<file path="config.mk">
export PLATFORM = sky130hd
export DESIGN_NAME = arbitro_decodificador_flat
export DESIGN_NICKNAME = d
export VERILOG_FILES = /design/src/rtl/arbitro_decodificador_if.sv /design/src/rtl/arbitro_decodificador.sv /design/src/flat_wrapper.sv
export SDC_FILE = /design/constraint.sdc
export NUM_CORES = 1
export LEC_CHECK = 0
export ABC_AREA = 1
export ABC_CLOCK_PERIOD_IN_PS = 2400
export BUFFER_PORTS_ARGS = -buffer_cell sky130_fd_sc_hd__buf_2
export CAP_MARGIN = 20
export CORE_ASPECT_RATIO = 0.75
export CORE_UTILIZATION = 35
export DETAILED_ROUTE_END_ITERATION = 7
export PLACE_DENSITY_LB_ADDON = 0.12
export SLEW_MARGIN = 10
export SYNTH_ARGS = -nofsm -noshare
export SYNTH_HDL_FRONTEND = slang
export SYNTH_SLANG_ARGS = --single-unit
</file>
<file path="constraint.sdc">
create_clock -name clk -period 2.4 [get_ports clk]
set_input_delay 0.48 -clock clk [delete_from_list [all_inputs] [get_ports clk]]
set_output_delay 0.48 -clock clk [all_outputs]
set_load 0.02 [all_outputs]
</file>
<file path="src/rtl/arbitro_decodificador_if.sv">
// Request/grant bundle between requesters and the decoder arbiter.
// master: arbiter side (drives sel/dec_en/busy/hold_cnt); slave: requester side (drives req).
interface arbitro_decodificador_if #(
  parameter int SEL_W = 3
);
  localparam int N = 1 << SEL_W;

  logic [N-1:0]     req;
  logic [SEL_W-1:0] sel;
  logic             dec_en;
  logic             busy;
  logic [7:0]       hold_cnt;

  modport master (
    input  req,
    output sel,
    output dec_en,
    output busy,
    output hold_cnt
  );

  modport slave (
    output req,
    input  sel,
    input  dec_en,
    input  busy,
    input  hold_cnt
  );
endinterface

</file>
<file path="src/rtl/arbitro_decodificador.sv">
// Round-robin arbiter driving a shared 3-to-8 decoder (sel/dec_en), MAX_HOLD-bounded grants,
// one dead cycle between grants. Ports: clk, rst_n (async low), bus (req in; sel/dec_en/busy/hold_cnt out).
// Define ARB_FIXED_PRIORITY_EN for lowest-index-wins arbitration instead of round-robin.
module arbitro_decodificador #(
  parameter int SEL_W    = 3,
  parameter int MAX_HOLD = 16
) (
  input  logic clk,
  input  logic rst_n,
  arbitro_decodificador_if.master bus
);
  localparam int N = 1 << SEL_W;
  localparam logic [7:0] HOLD_LAST = 8'(MAX_HOLD - 1);

  typedef enum logic [1:0] {
    IDLE  = 2'd0,
    GRANT = 2'd1,
    GAP   = 2'd2
  } state_t;

  state_t           state;
  state_t           state_n;
  logic [SEL_W-1:0] winner;
  logic [SEL_W-1:0] sel_n;
  logic [7:0]       hold_n;
  logic             dec_en_n;
  logic             busy_n;
  logic             any_req;
  logic             hold_done;
  logic             drop;

`ifndef ARB_FIXED_PRIORITY_EN
  logic [SEL_W-1:0] ptr;
  logic [SEL_W-1:0] ptr_n;
`endif

  assign any_req   = |bus.req;
  assign hold_done = (bus.hold_cnt == HOLD_LAST);
  assign drop      = ~bus.req[bus.sel];

  // Scan from the far end down so the last hit is the nearest one.
  always_comb begin
    winner = '0;
`ifdef ARB_FIXED_PRIORITY_EN
    for (int i = N - 1; i >= 0; i--) begin
      if (bus.req[i]) winner = SEL_W'(i);
    end
`else
    for (int k = N - 1; k >= 0; k--) begin
      if (bus.req[ptr + SEL_W'(k)]) winner = ptr + SEL_W'(k);
    end
`endif
  end

  always_comb begin
    state_n = state;
    sel_n   = bus.sel;
    hold_n  = bus.hold_cnt;
`ifndef ARB_FIXED_PRIORITY_EN
    ptr_n   = ptr;
`endif
    case (state)
      IDLE: begin
        hold_n = 8'd0;
        if (any_req) begin
          state_n = GRANT;
          sel_n   = winner;
        end
      end
      GRANT: begin
        if (drop || hold_done) begin
          state_n = GAP;
          hold_n  = 8'd0;
`ifndef ARB_FIXED_PRIORITY_EN
          ptr_n   = bus.sel + 1'b1;
`endif
        end else begin
          hold_n = bus.hold_cnt + 8'd1;
        end
      end
      GAP: begin
        hold_n = 8'd0;
        if (any_req) begin
          state_n = GRANT;
          sel_n   = winner;
        end else begin
          state_n = IDLE;
        end
      end
      default: begin
        state_n = IDLE;
        hold_n  = 8'd0;
      end
    endcase
    dec_en_n = (state_n == GRANT);
    busy_n   = (state_n != IDLE);
  end

  always_ff @(posedge clk or negedge rst_n) begin
    if (!rst_n) begin
      state        <= IDLE;
      bus.sel      <= '0;
      bus.dec_en   <= 1'b0;
      bus.busy     <= 1'b0;
      bus.hold_cnt <= 8'd0;
    end else begin
      state        <= state_n;
      bus.sel      <= sel_n;
      bus.dec_en   <= dec_en_n;
      bus.busy     <= busy_n;
      bus.hold_cnt <= hold_n;
    end
  end

`ifndef ARB_FIXED_PRIORITY_EN
  always_ff @(posedge clk or negedge rst_n) begin
    if (!rst_n) begin
      ptr <= '0;
    end else begin
      ptr <= ptr_n;
    end
  end
`endif
endmodule

</file>
<file path="src/flat_wrapper.sv">
// flat-port wrapper written by rule: the top's interface ports become plain ports
module arbitro_decodificador_flat 
#(
  parameter int SEL_W    = 3,
  parameter int MAX_HOLD = 16
)
  (clk, rst_n, bus_req, bus_sel, bus_dec_en, bus_busy, bus_hold_cnt);
  arbitro_decodificador_if #(.SEL_W(SEL_W)) bus_i ();
  input  logic clk;
  input  logic rst_n;
  input wire logic [$bits(bus_i.req)-1:0] bus_req;
  output wire logic [$bits(bus_i.sel)-1:0] bus_sel;
  output wire logic [$bits(bus_i.dec_en)-1:0] bus_dec_en;
  output wire logic [$bits(bus_i.busy)-1:0] bus_busy;
  output wire logic [$bits(bus_i.hold_cnt)-1:0] bus_hold_cnt;
  assign bus_i.req = bus_req;
  assign bus_sel = bus_i.sel;
  assign bus_dec_en = bus_i.dec_en;
  assign bus_busy = bus_i.busy;
  assign bus_hold_cnt = bus_i.hold_cnt;
  arbitro_decodificador #(.SEL_W(SEL_W), .MAX_HOLD(MAX_HOLD)) u_core (.clk(clk), .rst_n(rst_n), .bus(bus_i));
endmodule
</file>
# After elaboration in Yosys (flattened, before gate mapping)
# Cells that the tools add are included.
# word_totals
inputBits	10
elab_cells	68
register_bits	18
out_inout_bits	13
# op_classes
bitwise_logic	1
add_sub_neg	9
n_lt_le_gt_ge	9
muxes	32
reduce_logical	7
eq_ne	4
# ops
operator	n
$lt A3 B4 Y1 const B	9
$bmux W1 S3	9
$mux W3	8
$mux W8	2
$add A3 B3 Y3 const B	4
$mux W1	10
$add A8 B1 Y8 const B	1
$eq A8 B4 Y1 const B	1
$reduce_or A8 Y1	1
$add A3 B1 Y3 const B	2
$add A3 B2 Y3 const B	2
$pmux W2 S3	1
$eq A2 B1 Y1 const B	2
$mux W2	2
$reduce_and A2 Y1	2
$eq A2 B2 Y1 const B	1
$logic_not A2 Y1	1
$reduce_bool A2 Y1	1
$reduce_or A2 Y1	1
$logic_or A1 B1 Y1	1
$not A1 Y1	1

# Depth between registers and ports, before layout
# Gate-level depths: netlist of run 1.
# logic_depth
ltp_word	11
ltp_mapped	20
depth_no_buf	18

# Worst setup path before layout of run 1
# No wires, ideal clock.
# synth_path
path_type	reg2reg
startpoint	register u_core.ptr[0]
endpoint	register u_core.bus.sel[1]
path_slack_ns	0.398
t_required_ns	2.283
synth_period_minus_slack_ns	2.002
t_arrival_ns	1.886
path_buffers	3
path_stages_with_launch	18
setup_time_ns	0.117
path_cell_list	dfrtp_1 > buf_6 > inv_4 > buf_12 > ha_1 > buf_4 > inv_2 > nand3_2 > nand3_2 > nand2_2 > a21oi_1 > nand3_1 > nand2_1 > nand2_1 > nand2_1 > nand2_1 > nand2_1 > nand2_1
# synth_via
elab_chain_cells	11
word_cells_on_any_way	31
cone_classes	7 x add/sub; 24 x mux
# synth_rtl
item	line	source
from (decl)	arbitro_decodificador.sv:33	logic [SEL_W-1:0] ptr;
from (signal assigned)	arbitro_decodificador.sv:120	ptr <= ptr_n;
$add A3 B3 Y3	arbitro_decodificador.sv:50	if (bus.req[ptr + SEL_W'(k)]) winner = ptr + SEL_W'(k);
$bmux W1 S3	arbitro_decodificador.sv:50	
$mux W1 (implied by the code)	arbitro_decodificador.sv:50	
$mux W3 (7 in series)	arbitro_decodificador.sv:50	
$mux W3 *	arbitro_decodificador.sv:50	
to (signal assigned)	arbitro_decodificador.sv:108	bus.sel <= sel_n;
to (decl)	arbitro_decodificador_if.sv:16	output sel,
# Every way passes the cells marked *; elsewhere a longest branch is shown, timed or not. The select of a mux whose other input is x is not followed.
# A chain may end at the register's enable or synchronous reset.

# Final worst setup path of run 1
# layout_path
startpoint	register u_core.ptr[1]
endpoint	register u_core.bus.sel[2]
# The elaborated chain is that of the path after synthesis.

==> results.py, run 1 <==
metrics = {
    "power": {
        "switching_power_uw": 1620,
        "sw_frac_of_total_pct": 56.0,
        "intPower_uw": 1270,
        "combinationalPowerShare_pct": 73.0,
        "p_clk_share_pct": 8.4,
        "ir_drop_mv": 0.655,
        "p_leak_uw": 0.000949,
        "power_uw": 2890,
        "p_per_area_nw_per_um2": 1660,
        "p_seq_share_pct": 18.7,
    },
    "logic_synthesis": {
        "synth_top_area_cell": "dfrtp_1",
        "synth_top_area_share_pct": 28.6,
        "synth.top_cells.by_area": "dfrtp_1, nand2_1, nand3_1",
        "synth_seq_cells": 18,
        "ys.warnings.count": 0,
        "netlist_instances": 230,
        "synth_nets": 244,
        "syn_avg_cell_area_um2": 6.85,
        "synthesis.area_um2": 1580,
        "yosysSeqAreaShare_pct": 28.6,
        "synth.distinct_cells": 33,
    },
    "cts": {
        "cts_resized": 0,
        "clock-root-buffer": "clkbuf_8",
        "cts_tree": "yes",
        "clockBufferDepth": 2,
        "postCtsHoldBufs": 0,
        "clock_latency_ns": 0.25,
        "post_cts_buffers": 0,
        "htree_levels": 1,
        "cts.sinks": 18,
        "path_clk_slew_ns": 0.07,
        "cts_made_buffers": 3,
    },
    "die": {
        "die_w_um": 79.5,
        "rows": 20,
        "dieArea_um2": 4780,
        "io_pins": 23,
        "die_h_um": 60.1,
        "core-area_um2": 4180,
        "start_util_pct": 37.7,
    },
    "layout": {
        "nets": 265,
        "fin_cells": 305,
        "diodes": 0,
        "drive_gt1_share_pct": 23.6,
        "syn_to_final_growth_pct": 10.6,
    },
    "route": {
        "vias": 1471,
        "avgRoutedWirePerCell_um": 12.5,
        "ant_nets": 0,
        "dr_wl_met2_um": 1490,
        "drt-met1-wl_um": 2210,
        "drt_iter0_drc": 128,
        "top_layer_used": "met4",
        "routed_wl_um": 3830,
        "vias_per_cell": 4.82,
        "drc": 0,
        "drtPass1Iterations": 4,
        "dr_wl_met3_um": 112,
    },
    "sta": {
        "finalSetupViolCount": 0,
        "final.setup.worst_slack_ns": 0.249,
        "fin_crit_sh_pct": 89.6,
        "tightestPinTransition_ns": 0.407,
        "holdWs_ns": 0.153,
        "drv_slew": 0,
        "slew_headroom_pct": 72.9,
        "skew_ns": 0.00282,
        "hold_violations": 0,
        "finalCriticalPeriod_ns": 2.15,
        "rsz0062_at_grt": "no",
        "setup_tns_ns": 0,
        "max_freq_ghz": 0.465,
    },
    "placed_design": {
        "gp_congestion": 0.876,
        "pre_cts_slack_ns": 0.267,
        "placed_cells_incl_taps": 301,
        "port_buffers": 22,
        "place.detailed.hpwl_um": 3110,
    },
    "worst_setup_path": {
        "cp.required_ns": 2.57,
        "max_stage_delay_ns": 0.55,
        "r2r-start": "u_core.ptr[1]",
        "endpoint_kind": "register",
        "path_class": "reg2reg",
        "worstPathCellList": "inv_2 -> ha_1 -> inv_2 -> nand3_1 -> nand3_1 -> nand2_1 -> nand3_1 -> nand2_1 -> nand2_1 -> nand2_1 -> nand2_1 -> nand2_1 -> nand2_1 -> a21boi_1",
        "cp_top_family": "simple AND/OR/NAND/NOR gates",
        "cp_common_cell": "nand2_1",
        "cp.arrival_ns": 2.32,
        "start_kind": "register",
        "cp-startpoint": "u_core.ptr[1]",
        "cp_max_fo": 9,
        "cp.buffers_inverters": 2,
        "cp_slowest_cell": "dfrtp_1",
    },
    "global_routing": {
        "grt_max_degree": 19,
        "grt_pass1_wl_um": 6240,
        "grt_overflow": 0,
        "track_usage_pct": 17.1,
        "first_global_vias": 1239,
        "antenna_found_initial": 0,
    },
    "flow_run": {
        "cap_violations": 0,
    },
    "min_path": {
        "hold_class": "in2async",
    },
    "outcome": {
        "status": "completed",
    },
}
[cells by family after synthesis]
kind of cell	after synthesis	synth area share (%)
fa+ha+maj	4	3.18
xor+xnor	5	2.78
compound gates	27	10.2
simple gates	137	42.3
flops	18	28.6
buf+inv	39	12.9
[path summary, 6_finish.rpt]
kind,endpoint,slack [ns],cells after the start
max,u_core.bus.sel[2],0.25,14
max in group asynchronous,u_core.bus.sel[1],1.96,1
max reg2reg,u_core.bus.sel[2],0.25,14
min in group clk,u_core.bus.hold_cnt[0],0.50,1
min,u_core.state[1],0.15,1
min reg2reg,u_core.bus.hold_cnt[0],0.50,1
[power by group through the flow]
stage	clock network, uW	registers, uW	logic (uW)
floorplan	0	529	1770
global placement	0	542	2130
detailed placement	0	545	2100
CTS	250	540	2110
global route	267	556	2410
finish	242	540	2110
[layer usage]
| metal | track usage, % | vias up |
|---|---|---|
| li1 | - | 776 |
| met2 | 22.7 | 22 |
| met1 | 28.2 | 671 |
| met3 | 3.05 | 2 |
| met5 | 0 | - |
| met4 | 1.82 | 0 |
[final cells by class]
class | count | area [um^2]
well taps | 55 | 68.8
inverters | 30 | 115
fillers | 438 | 2440
repair buffers | 25 | 133
flip-flops and latches | 18 | 450
clock buffers | 4 | 55.1
multi-input cells | 173 | 921
[cell usage in the layout (no fill, tap or decap), types with 2 or more instances in the layout]
| master | synthesis | layout |
|---|---|---|
| nor4_1 | 2 | 2 |
| inv_1 | 22 | 22 |
| a21oi_1 | 10 | 10 |
| nand3_1 | 26 | 26 |
| clkbuf_8 | 0 | 4 |
| dfrtp_1 | 18 | 18 |
| nand2_4 | 3 | 3 |
| inv_2 | 7 | 7 |
| nor3_1 | 3 | 3 |
| xor2_1 | 3 | 3 |
| buf_4 | 2 | 3 |
| nand3_2 | 10 | 10 |
| nor2_1 | 15 | 15 |
| xnor2_1 | 2 | 2 |
| buf_2 | 1 | 22 |
| ha_1 | 4 | 4 |
| nand2_2 | 7 | 7 |
| o21ai_0 | 5 | 5 |
| nand2_1 | 68 | 68 |
| a31oi_1 | 3 | 3 |
| o21ai_1 | 3 | 3 |
[synthesized netlist by cell type]
cell type,number
nand3_2,10
nor3_1,3
buf_4,2
a21boi_1,1
o21bai_1,1
buf_6,4
a21o_1,1
inv_4,1
nand2_2,7
nor4_1,2
xor2_1,3
inv_1,22
nor3b_1,1
inv_2,7
o21ai_0,5
nand2_1,68
nor2_1,15
dfrtp_1,18
clkbuf_1,1
nand2_4,3
or2_1,1
o211ai_2,1
ha_1,4
xnor2_1,2
nand4_1,1
buf_12,1
a21oi_1,10
nand3_1,26
a21oi_2,1
o211ai_1,1
o21ai_1,3
buf_2,1
a31oi_1,3
[worst reg2reg max path: cells and delay by family (launching register included)]
kind | cells | cell delay (ns)
and+or+nand+nor | 10 | 0.72
DFF | 1 | 0.55
adders and majority gates | 1 | 0.47
buffers and inverters | 2 | 0.19
AOI/OAI and AO/OA | 1 | 0.14
[metrics by stage]
| step | util (%) | area (um^2) |
|---|---|---|
| 2_1_floorplan | - | 1580 |
| 4_1_cts | 41.7 | 1740 |
| 3_3_place_gp | 40.4 | 1690 |
| 5_1_grt | 41.7 | 1740 |
| 6_report | 41.7 | 1740 |
| 3_5_place_dp | 40.4 | 1690 |
[flip-flops by register name (all words and copies together) (netlist names)]
signal / flops
u_core.bus.busy: 1
u_core.bus.dec_en: 1
u_core.bus.hold_cnt: 8
u_core.bus.sel: 3
u_core.ptr: 3
u_core.state: 2
(Power assumes the default switching activity.)
==> run 2, diff against run 1 <==
--- a/config.mk
+++ b/config.mk
@@ -5,7 +5,6 @@
 export SDC_FILE = /design/constraint.sdc
 export NUM_CORES = 1
 export LEC_CHECK = 0
-export ABC_AREA = 1
 export ABC_CLOCK_PERIOD_IN_PS = 2400
 export BUFFER_PORTS_ARGS = -buffer_cell sky130_fd_sc_hd__buf_2
 export CAP_MARGIN = 20
==> run 2 against run 1 <==
Die area down 0.77%. Critical path depth is 8 lower. Sequential power is 10% lower. Final area up 5.5%. Routed wire length is 5.0% higher. Synthesized cell count fell by 30%. Clock skew shrank 0.0016 ns. First-iteration DRC count fell by 11%. Largest power group unchanged. Via count down 4.1%.
==> results.py, run 2 <==
metrics = {
    "layout": {
        "drive_gt1_share_pct": 28.0,
        "final_cell_mix": "buf_2, dfrtp_1, nor2_1",
        "regMostFlops": "u_core.bus.hold_cnt",
        "nets": 202,
        "final_common_cell": "buf_2",
        "fillers": 414,
        "largest_reg_flops": 8,
        "syn_to_final_growth_pct": 17.7,
        "reg.largest.list": "u_core.bus.hold_cnt: 8 flops, u_core.bus.sel: 3 flops, u_core.ptr: 3 flops",
        "diodes": 0,
    },
    "cts": {
        "cts_resized": 0,
        "cts_made_buffers": 3,
        "clockBufferDepth": 2,
        "cts_tree": "yes",
        "htree_levels": 1,
        "postCtsHoldBufs": 0,
        "path_clk_slew_ns": 0.06,
        "clock_latency_ns": 0.24,
        "post_cts_buffers": 0,
        "clock-root-buffer": "clkbuf_8",
        "cts.sinks": 18,
    },
    "logic_synthesis": {
        "ys.warnings.count": 0,
        "syn_avg_cell_area_um2": 9.77,
        "synth_top_area_share_pct": 28.8,
        "synth_nets": 174,
        "synthesis.area_um2": 1560,
        "synth_top_area_cell": "dfrtp_1",
        "synth.top_cells.by_area": "dfrtp_1, mux4_2, mux2i_1",
        "post-synth-top-count-cell": "dfrtp_1",
        "synth_edf_count": 0,
        "synth-async-reset-ratio_pct": 100,
        "yosysSeqAreaShare_pct": 28.8,
        "synth.distinct_cells": 48,
        "synth_common_cells": "dfrtp_1, nor2_1, nand2_1, a21oi_1",
        "synth_seq_cells": 18,
        "netlist_instances": 160,
        "ys.flop_type": "dfrtp_1",
    },
    "worst_setup_path": {
        "cp.arrival_ns": 2.49,
        "cp_max_fo": 18,
        "endpoint_kind": "register",
        "start_kind": "register",
        "path_class": "reg2reg",
        "cp.required_ns": 2.55,
    },
    "global_routing": {
        "antenna_found_initial": 0,
        "grt_max_degree": 19,
        "grt_pass1_wl_um": 6420,
        "grt_overflow": 0,
        "first_global_vias": 1227,
        "track_usage_pct": 18.2,
    },
    "sta": {
        "tightestPinTransition_ns": 0.448,
        "rsz0062_at_grt": "no",
        "skew_ns": 0.00119,
        "max_freq_ghz": 0.428,
        "drv_slew": 0,
        "hold_violations": 0,
        "finalCriticalPeriod_ns": 2.34,
        "finalSetupViolCount": 0,
        "fin_crit_sh_pct": 97.3,
        "final.setup.worst_slack_ns": 0.0647,
        "slew_headroom_pct": 70.1,
    },
    "power": {
        "p_leak_uw": 0.000804,
        "p_per_area_nw_per_um2": 1470,
        "power_uw": 2710,
        "ir_drop_mv": 0.634,
    },
    "die": {
        "start_util_pct": 37.6,
        "core-area_um2": 4150,
        "die_h_um": 59.9,
        "io_pins": 23,
        "dieArea_um2": 4740,
        "rows": 20,
        "die_w_um": 79.2,
    },
    "placed_design": {
        "gp_congestion": 0.917,
        "port_buffers": 22,
        "pre_cts_slack_ns": 0.121,
        "place.detailed.hpwl_um": 3110,
    },
    "flow_run": {
        "cap_violations": 0,
    },
    "route": {
        "drt_iter0_drc": 114,
        "drtPass1Iterations": 4,
        "vias_per_cell": 5.85,
        "ant_nets": 0,
        "avgRoutedWirePerCell_um": 16.7,
        "drc": 0,
        "vias": 1410,
        "routed_wl_um": 4020,
    },
    "min_path": {
        "hold_class": "in2async",
    },
    "outcome": {
        "status": "completed",
    },
}
run 2: cell count changes in the layout (fill, tap and decap cells not counted), sizes merged, moves of 6 or more:
| cell | change |
|---|---|
| buf | +6 |
| nand2 | -64 |
| mux4 | +11 |
| inv | -23 |
| mux2i | +8 |
| nand3 | -32 |
run 2: path summary, 6_finish.rpt:
path	start	endpoint	slack, ns	cells after the start
hold / removal	rst_n	u_core.bus.hold_cnt[0]	0.15	1
hold reg to reg	u_core.state[1]	u_core.bus.busy	0.49	1
max in group asynchronous	rst_n	u_core.bus.sel[1]	1.97	1
min in group clk	u_core.state[1]	u_core.bus.busy	0.49	1
setup reg to reg	u_core.ptr[0]	u_core.bus.sel[0]	0.06	6
setup / recovery	u_core.ptr[0]	u_core.bus.sel[0]	0.06	6
run 2: cells by family after synthesis:
logic type | Yosys count | synth area share, %
AO/OA/AOI/OAI | 37 | 17.1
XOR/XNOR | 9 | 5.04
adder cells (fa/ha/maj) | 4 | 3.20
buffers and inverters | 16 | 4.48
flip-flops | 18 | 28.8
multiplexers | 24 | 25.3
AND/OR/NAND/NOR | 52 | 16.0
run 2: through the flow:
stage / setup TNS [ns] / instance area (um^2) / std cells / hold slack [ns] / util (%)
finish: 0 / 1840 / 241 / 0.151 / 44.3
global placement: 0 / 1780 / 238 / 0.428 / 42.9
floorplan: -0.0233 / 1580 / 160 / 0.184 / -
global route: 0 / 1840 / 241 / 0.165 / 44.3
detailed placement: 0 / 1780 / 238 / 0.426 / 42.9
CTS: 0 / 1820 / 241 / 0.162 / 43.9
run 2: worst max-delay path, stage by stage, from the launching register on:
cell,delay [ns]
dfrtp_1,0.39
buf_12,0.18
mux4_1,0.64
mux2_2,0.35
a2111oi_1,0.38
nor4_1,0.09
nor3_1,0.22
run 2: layer usage:
metal  track usage [%]  share of wire [%]
met3              4.12                8.8
met5                 0                  0
met2              25.1                 42
met1              29.0                 49
met4              2.08               0.20
run 2: area by class of cell:
class,count,area [um^2],share of cell area (%)
Multi-Input combinational cell,126,1060,57.6
Sequential cell,18,450,24.5
Timing Repair Buffer,31,190,10.3
Tap cell,55,68.8,3.74
Clock buffer,3,41.3,2.24
Inverter,8,30.0,1.63
run 2: power by group:
part / internal, uW / total, uW / switching (uW)
Clock: 111 / 199 / 87.5
Combinational: 896 / 2020 / 1130
Sequential: 400 / 486 / 86.0
==> run 3, diff against run 2 <==
--- a/config.mk
+++ b/config.mk
@@ -5,7 +5,7 @@
 export SDC_FILE = /design/constraint.sdc
 export NUM_CORES = 1
 export LEC_CHECK = 0
-export ABC_CLOCK_PERIOD_IN_PS = 2400
+export ABC_CLOCK_PERIOD_IN_PS = 3000
 export BUFFER_PORTS_ARGS = -buffer_cell sky130_fd_sc_hd__buf_2
 export CAP_MARGIN = 20
 export CORE_ASPECT_RATIO = 0.75
==> constraint.sdc (replaced) <==
create_clock -name clk -period 3 [get_ports clk]
set_input_delay 0.6 -clock clk [delete_from_list [all_inputs] [get_ports clk]]
set_output_delay 0.6 -clock clk [all_outputs]
set_load 0.02 [all_outputs]
==> run 3 against run 2 <==
Sequential share of layout area grew 0.92 points. Flip-flop and latch count unchanged. First-iteration DRC count shrank 52%. Clock power is 16% lower. Non-clock buffer count is 5 lower. Clock skew grew 0.0037 ns. Power fell by 25%. Highest routed layer unchanged.
==> results.py, run 3 (same netlist as run 2, synthesis figures left out) <==
metrics = {
    "layout": {
        "drive_gt1_share_pct": 24.9,
        "regMostFlops": "u_core.bus.hold_cnt",
        "syn_to_final_growth_pct": 13.5,
        "final_cell_mix": "buf_2, dfrtp_1, nor2_1",
        "diodes": 0,
        "final_common_cell": "buf_2",
        "reg.largest.list": "u_core.bus.hold_cnt: 8 flops, u_core.bus.sel: 3 flops, u_core.ptr: 3 flops",
        "largest_reg_flops": 8,
        "nets": 197,
    },
    "cts": {
        "cts_resized": 0,
        "htree_levels": 1,
        "cts_tree": "yes",
        "path_clk_slew_ns": 0.07,
        "clock-root-buffer": "clkbuf_8",
        "cts_made_buffers": 3,
        "clockBufferDepth": 2,
        "post_cts_buffers": 0,
        "clock_latency_ns": 0.25,
        "postCtsHoldBufs": 0,
        "cts.sinks": 18,
    },
    "flow_run": {
        "cap_violations": 0,
    },
    "placed_design": {
        "gp_congestion": 0.856,
        "place.detailed.hpwl_um": 3050,
        "port_buffers": 22,
    },
    "sta": {
        "fin_crit_sh_pct": 80.0,
        "skew_ns": 0.00491,
        "max_freq_ghz": 0.417,
        "setup_tns_ns": 0,
        "finalSetupViolCount": 0,
        "slew_headroom_pct": 69.7,
        "drv_slew": 0,
        "finalCriticalPeriod_ns": 2.40,
        "tightestPinTransition_ns": 0.442,
        "hold_violations": 0,
        "rsz0062_at_grt": "no",
    },
    "power": {
        "p_leak_uw": 0.000777,
        "p_per_area_nw_per_um2": 1140,
        "ir_drop_mv": 0.554,
        "power_uw": 2020,
    },
    "worst_setup_path": {
        "cp.required_ns": 3.12,
        "cp.buffers_inverters": 1,
        "cp_max_fo": 9,
        "max_stage_delay_ns": 0.46,
        "cp_slowest_cell": "ha_1",
        "start_kind": "register",
        "endpoint_kind": "register",
        "path_class": "reg2reg",
        "worstPathCellList": "clkinv_1 -> ha_1 -> mux4_2 -> a221oi_2 -> a31oi_1 -> or3_1 -> a32oi_1 -> o31ai_1",
        "cp.arrival_ns": 2.52,
        "cp_top_family": "compound AO/OA/AOI/OAI gates",
    },
    "global_routing": {
        "antenna_found_initial": 0,
        "grt_max_degree": 19,
        "first_global_vias": 1316,
        "grt_pass1_wl_um": 6520,
        "track_usage_pct": 18.4,
        "grt_overflow": 0,
    },
    "route": {
        "ant_nets": 0,
        "vias": 1376,
        "avgRoutedWirePerCell_um": 16.8,
        "vias_per_cell": 5.83,
        "drt_iter0_drc": 55,
        "drc": 0,
        "routed_wl_um": 3960,
        "drtPass1Iterations": 4,
    },
    "outcome": {
        "status": "completed",
    },
    "die": {
        "dieArea_um2": 4740,
        "io_pins": 23,
        "rows": 20,
        "start_util_pct": 37.6,
        "die_h_um": 59.9,
        "die_w_um": 79.2,
        "core-area_um2": 4150,
    },
    "min_path": {
        "hold_class": "in2async",
    },
}
-- run 3: worst register-to-register path, delay by kind of cell (launching register included) --
kind	cells	cell delay, ns
compound gates	4	0.64
fa+ha+maj	1	0.46
mux	1	0.42
flops	1	0.35
simple gates	1	0.32
buf+inv	1	0.08
-- run 3: cell type report --
class,count,area (um^2)
fill,433,2380
timing repair buffer,26,140
inverter,8,30.0
sequential,18,450
clock buffer,3,41.3
tap,55,68.8
multi-input combinational,126,1040
-- run 3: path summary, 6_finish.rpt --
kind	startpoint	end	slack, ns	cells past startpoint
max in group asynchronous	rst_n	u_core.ptr[1]	2.45	1
min reg2reg	u_core.state[1]	u_core.bus.busy	0.48	1
max reg2reg	u_core.ptr[1]	u_core.bus.sel[2]	0.60	8
min	rst_n	u_core.bus.sel[0]	0.26	1
max	u_core.ptr[1]	u_core.bus.sel[2]	0.60	8
min in group clk	u_core.state[1]	u_core.bus.busy	0.48	1
-- run 3: power by group --
group / internal [uW] / total (uW) / switching (uW)
logic: 623 / 1460 / 835
clock network: 89.2 / 167 / 78.0
registers: 320 / 396 / 76.6
-- run 3: metal layers --
metal / track usage, % / vias to the layer above / wire (um)
li1: - / 648 / -
met1: 27.8 / 678 / 2060
met2: 26.0 / 44 / 1650
met3: 4.89 / 6 / 220
met4: 3.64 / 0 / 33
met5: 0 / - / 0
-- run 3: metrics by stage --
stage | util [%] | worst slack (ns) | area [um^2] | hold WS [ns] | std cells
detailed placement | 41.7 | 0.599 | 1730 | 0.463 | 233
global placement | 41.7 | 0.594 | 1730 | 0.458 | 233
finish | 42.7 | 0.600 | 1770 | 0.264 | 236
global route | 42.7 | 0.441 | 1770 | 0.295 | 236
floorplan | - | 0.290 | 1560 | 0.304 | 160
CTS | 42.7 | 0.590 | 1770 | 0.281 | 236
